--- config.mk ---
export PLATFORM = sky130hd
export DESIGN_NAME = priority_scanner
export DESIGN_NICKNAME = d
export VERILOG_FILES = /design/src/rtl/priority_scanner.sv
export SDC_FILE = /design/constraint.sdc
export NUM_CORES = 1
export LEC_CHECK = 0
export BUFFER_PORTS_ARGS = -buffer_cell sky130_fd_sc_hd__buf_2
export CAP_MARGIN = 20
export CORE_MARGIN = 2
export CORE_UTILIZATION = 35
export CTS_CLUSTER_SIZE = 12
export DETAILED_ROUTE_END_ITERATION = 7
export PLACE_DENSITY_LB_ADDON = 0.05
export SLEW_MARGIN = 10
export SYNTH_ARGS = -nofsm -noshare
export SYNTH_HDL_FRONTEND = slang
export SYNTH_SLANG_ARGS = --single-unit
export TNS_END_PERCENT = 50
--- constraint.sdc ---
create_clock -name clk -period 3.1 [get_ports clk]
set_input_delay 0 -clock clk [delete_from_list [all_inputs] [get_ports clk]]
set_output_delay 0 -clock clk [all_outputs]
set_load 0.05 [all_outputs]
--- src/rtl/priority_scanner.sv ---
// Priority scanner: accepts a request vector and emits the index of each set bit
// once, in priority order (lowest-first or highest-first), with valid/ready handshake.
module priority_scanner #(
  parameter int WIDTH     = 8,
  parameter int IDX_W     = 3,
  parameter bit MSB_FIRST = 1'b0
) (
  input  logic             clk,
  input  logic             rst,
  input  logic             in_valid,
  output logic             in_ready,
  input  logic [WIDTH-1:0] in_vec,
  input  logic             abort,
  output logic             out_valid,
  input  logic             out_ready,
  output logic [IDX_W-1:0] out_idx,
  output logic             out_last,
  output logic             empty_drop
);

  typedef enum logic [0:0] {
    IDLE = 1'b0,
    SCAN = 1'b1
  } state_t;

  localparam logic [WIDTH-1:0] ZERO = {WIDTH{1'b0}};
  localparam logic [WIDTH-1:0] ONE  = {{(WIDTH-1){1'b0}}, 1'b1};

  state_t           state_r;
  state_t           state_s;
  logic [WIDTH-1:0] pending_r;
  logic [WIDTH-1:0] pending_s;
  logic             empty_drop_r;
  logic             empty_drop_s;
  logic [IDX_W-1:0] enc_s;
  logic             single_s;
  logic             xfer_s;

  // Later loop hits overwrite earlier ones, so the scan direction picks the winner.
  function automatic logic [IDX_W-1:0] encode(input logic [WIDTH-1:0] v);
    logic [IDX_W-1:0] r;
    r = {IDX_W{1'b0}};
    if (MSB_FIRST) begin
      for (int i = 0; i < WIDTH; i++) begin
        if (v[i]) r = IDX_W'(i);
      end
    end else begin
      for (int i = WIDTH - 1; i >= 0; i--) begin
        if (v[i]) r = IDX_W'(i);
      end
    end
    return r;
  endfunction

  // Priority encode and single-bit detection on the registered pending vector.
  always_comb begin
    enc_s    = encode(pending_r);
    single_s = (pending_r != ZERO) && ((pending_r & (pending_r - ONE)) == ZERO);
  end

  assign in_ready   = (state_r == IDLE);
  assign out_valid  = (state_r == SCAN);
  assign out_idx    = out_valid ? enc_s : {IDX_W{1'b0}};
  assign out_last   = out_valid & single_s;
  assign empty_drop = empty_drop_r;
  assign xfer_s     = out_valid & out_ready;

  // Next-state, next-pending and empty-drop pulse.
  always_comb begin
    state_s      = state_r;
    pending_s    = pending_r;
    empty_drop_s = 1'b0;
    case (state_r)
      IDLE: begin
        if (in_valid) begin
          if (in_vec != ZERO) begin
            pending_s = in_vec;
            state_s   = SCAN;
          end else begin
            empty_drop_s = 1'b1;
          end
        end else begin
          state_s = IDLE;
        end
      end
      SCAN: begin
        // Abort wins over a same-cycle transfer; that transfer still counts as done.
        if (abort) begin
          pending_s = ZERO;
          state_s   = IDLE;
        end else if (xfer_s) begin
          pending_s = pending_r & ~(ONE << enc_s);
          if (single_s) begin
            state_s = IDLE;
          end else begin
            state_s = SCAN;
          end
        end else begin
          state_s = SCAN;
        end
      end
      default: begin
        state_s   = IDLE;
        pending_s = ZERO;
      end
    endcase
  end

  // State registers with synchronous reset.
  always_ff @(posedge clk) begin
    if (rst) begin
      state_r      <= IDLE;
      pending_r    <= ZERO;
      empty_drop_r <= 1'b0;
    end else begin
      state_r      <= state_s;
      pending_r    <= pending_s;
      empty_drop_r <= empty_drop_s;
    end
  end

endmodule

==> impl_metrics.tcl <==
set metrics [dict create \
    grt_overflow_total 0 \
    holdPathStages 3 \
    run_status "finished, final reports clean" \
    clockBufferDepth 2 \
    finalHoldViolations 0 \
    r2r-end "out_valid" \
    grtUsageTotal_pct 18.1 \
    p_leak_nw 0.339 \
    synth-seq-cells 10 \
    multi_input_area_um2 393 \
    grt_pass1_vias 662 \
    antenna_cells 0 \
    drt_first_pass_iters 4 \
    ff2ff_path_depth 5 \
    r2r-start "pending_r[0]" \
    place_congestion 0.797 \
    path_clk_slew_ns 0.07 \
    antenna_found_initial 0 \
    dpl_cell_area_um2 721 \
    totalWireLength_um 1690 \
    hold_end "empty_drop" \
    post_cts_buffers 0 \
    avgSynthCellArea_um2 7.05 \
    rows 15 \
    drt_iter0_drc 8 \
    drc 0 \
    die_area_um2 2130 \
    vias 723 \
    pwr_density_cell_nw_per_um2 475 \
    htreeDepth 1 \
    ys_types 27 \
    synth_top_cells_by_area "dfxtp_1 (32%), a21oi_1 (9.7%), nor2_1 (7.3%), nand2_1 (6.7%), o21ai_0 (4.8%)" \
    die_height_um 46.1 \
    cp_num_buf_inv 1 \
    hp-class "primary input to flip-flop" \
    grt_pass1_wl_um 2730 \
    synth_flop_cell "dfxtp_1" \
    setup_viol 0 \
    period_needed_ns 2.15 \
    netlist_instances 88 \
    fin_area_um2 827 \
    period_share_pct 69.4 \
    grt_max_degree 11 \
    synth-edff-count 0 \
    switching_share_pct 34.8 \
    synth_area_leader_cell "dfxtp_1" \
    ir_worst_vdd_mv 0.299 \
    fin_skew_ns 0.000627 \
    endpoint_kind "output port" \
    start_kind "flip-flop" \
    rsz0062_at_grt "no" \
    path_class "flip-flop to output port" \
    clock_latency_ns 0.27 \
    final-seq-area_um2 200 \
    wl_per_cell_um 12.9 \
    crit_family "simple AND/OR/NAND/NOR gates" \
    syn-cell-area_um2 621 \
    p_switching_uw 137 \
    nFillCells 181 \
    core_area_um2 1690 \
    drtAntennaViolNets 0 \
    cp_slowest_cell "or4_4" \
    vias_per_cell 5.52 \
    cts-root-buf "clkbuf_4" \
    dp_slack_ns 1.26 \
    cts_tree "yes" \
    floorplan.initialDensity_pct 36.7 \
    nets 128 \
    p_clk_share_pct 30.3 \
    power.internal_uw 256 \
    drv_slew 0 \
    maxCapViolCount 0 \
    worstMarginPinSlew_ns 0.575 \
    yosys_warnings 0 \
    ios 20 \
    relSlewSlack_pct 61.3 \
    area_growth_pct 33.3 \
    hp-start "in_valid" \
    cts.sinks 10 \
    layout-drive-gt1-share_pct 22.8 \
    synth_top_area_share_pct 32.3 \
    pwr-share-seq_pct 38.5 \
    ys_seq_area_share_pct 32.3 \
    cp_max_fo 6 \
    dp_hpwl_um 1300 \
    total_power_uw 393 \
    comb_power_share_pct 31.2 \
    portBuffers 19 \
    fp.dieW_um 46.1 \
    yosys-top-cells-count "a21oi_1 (12), nor2_1 (12), nand2_1 (11)" \
    r2r_setup_slack_ns 1.26 \
    cp_cell_sequence "or4_4 -> or2_4 -> a211oi_2 -> nor2_1 -> nor3_1 -> buf_2" \
    synth_fp_nets 101 \
    synthArstFlopShare_pct 0 \
    crit_required_ns 3.10 \
    max_freq_mhz 465 \
    critPathArrivalTime_ns 2.15 \
    setup_ws_ns 0.949 \
    cts_made_buffers 3 \
    tns_ns 0 \
    slowest_delay_ns 0.57 \
]
[kinds of logic (layout without fill, tap and decap cells)]
| family | count (synthesis) | in the layout | share of synthesized area [%] |
|---|---|---|---|
| flops | 10 | 10 | 32.3 |
| compound gates | 30 | 30 | 30.2 |
| fa+ha+maj | 1 | 1 | 1.61 |
| simple gates | 40 | 40 | 31.5 |
| buf+inv | 7 | 33 | 4.43 |
[tightest hold or removal path, delay by kind of cell]
family / cells / cell delay (ns)
simple gates: 2 / 0.13
buf+inv: 1 / 0.10
[area by class of cell]
cell class / instances / area share, %
inverters: 3 / 1.36
well taps: 17 / 2.57
clock buffers: 4 / 4.39
repair buffers: 26 / 20.0
multi-input cells: 71 / 47.5
flip-flops and latches: 10 / 24.2
[what timing repair did]
item,CTS,global route
hold endpoints to repair,7,0
hold buffers,7,0
resized for setup,0,0
[placed cells by master (no fill, tap or decap), drive strengths merged, types with 2 or more instances in the layout]
cell type     n
buf          19
nor2         12
a21oi        12
nand2        11
dfxtp        10
dlygate4sd3   7
o21ai         6
nor3          5
clkbuf        4
inv           3
nand2b        3
nor4          3
o31ai         2
nor2b         2
a31oi         2
a211oi        2
[power groups by stage]
stage / combinational (mW) / clock, mW / sequential, mW
after global placement: 0.116 / 0 / 0.154
after CTS: 0.123 / 0.123 / 0.151
after global routing: 0.134 / 0.128 / 0.153
after floorplan: 0.0864 / 0 / 0.153
after detailed placement: 0.115 / 0 / 0.154
final: 0.123 / 0.119 / 0.151
[per-stage QoR]
stage,utilization [%],hold slack [ns],instances
after floorplan,-,0.136,88
after global placement,42.7,0.261,120
after detailed placement,42.7,0.262,120
after CTS,49.0,0.000732,131
after global routing,49.0,0.00659,131
final,49.0,0.00465,131
[state kept, by name, summed over array words and instances, names as in the netlist]
| register | cells |
|---|---|
| out_valid | 1 |
| empty_drop | 1 |
| pending_r | 8 |
[worst max path at each step]
| stage | slack (ns) | cells after the start | end | from |
|---|---|---|---|---|
| after floorplan | 0.66 | 5 | out_last | pending_r[0] |
| after global placement | 1.28 | 6 | out_last | pending_r[0] |
| after detailed placement | 1.26 | 6 | out_last | pending_r[0] |
| after CTS | 0.95 | 6 | out_last | pending_r[0] |
| after global routing | 0.83 | 6 | out_last | pending_r[0] |
| final | 0.95 | 6 | out_last | pending_r[0] |
[per-layer routing]
layer | vias to the layer above | global-route usage (%) | routed length (um)
met2 | 17 | 27.2 | 744
met3 | 4 | 2.75 | 54
met1 | 329 | 23.5 | 853
met4 | 0 | 12.6 | 34
met5 | - | 0 | 0
li1 | 373 | - | -
Note: power is estimated with default switching activity, not from simulation.
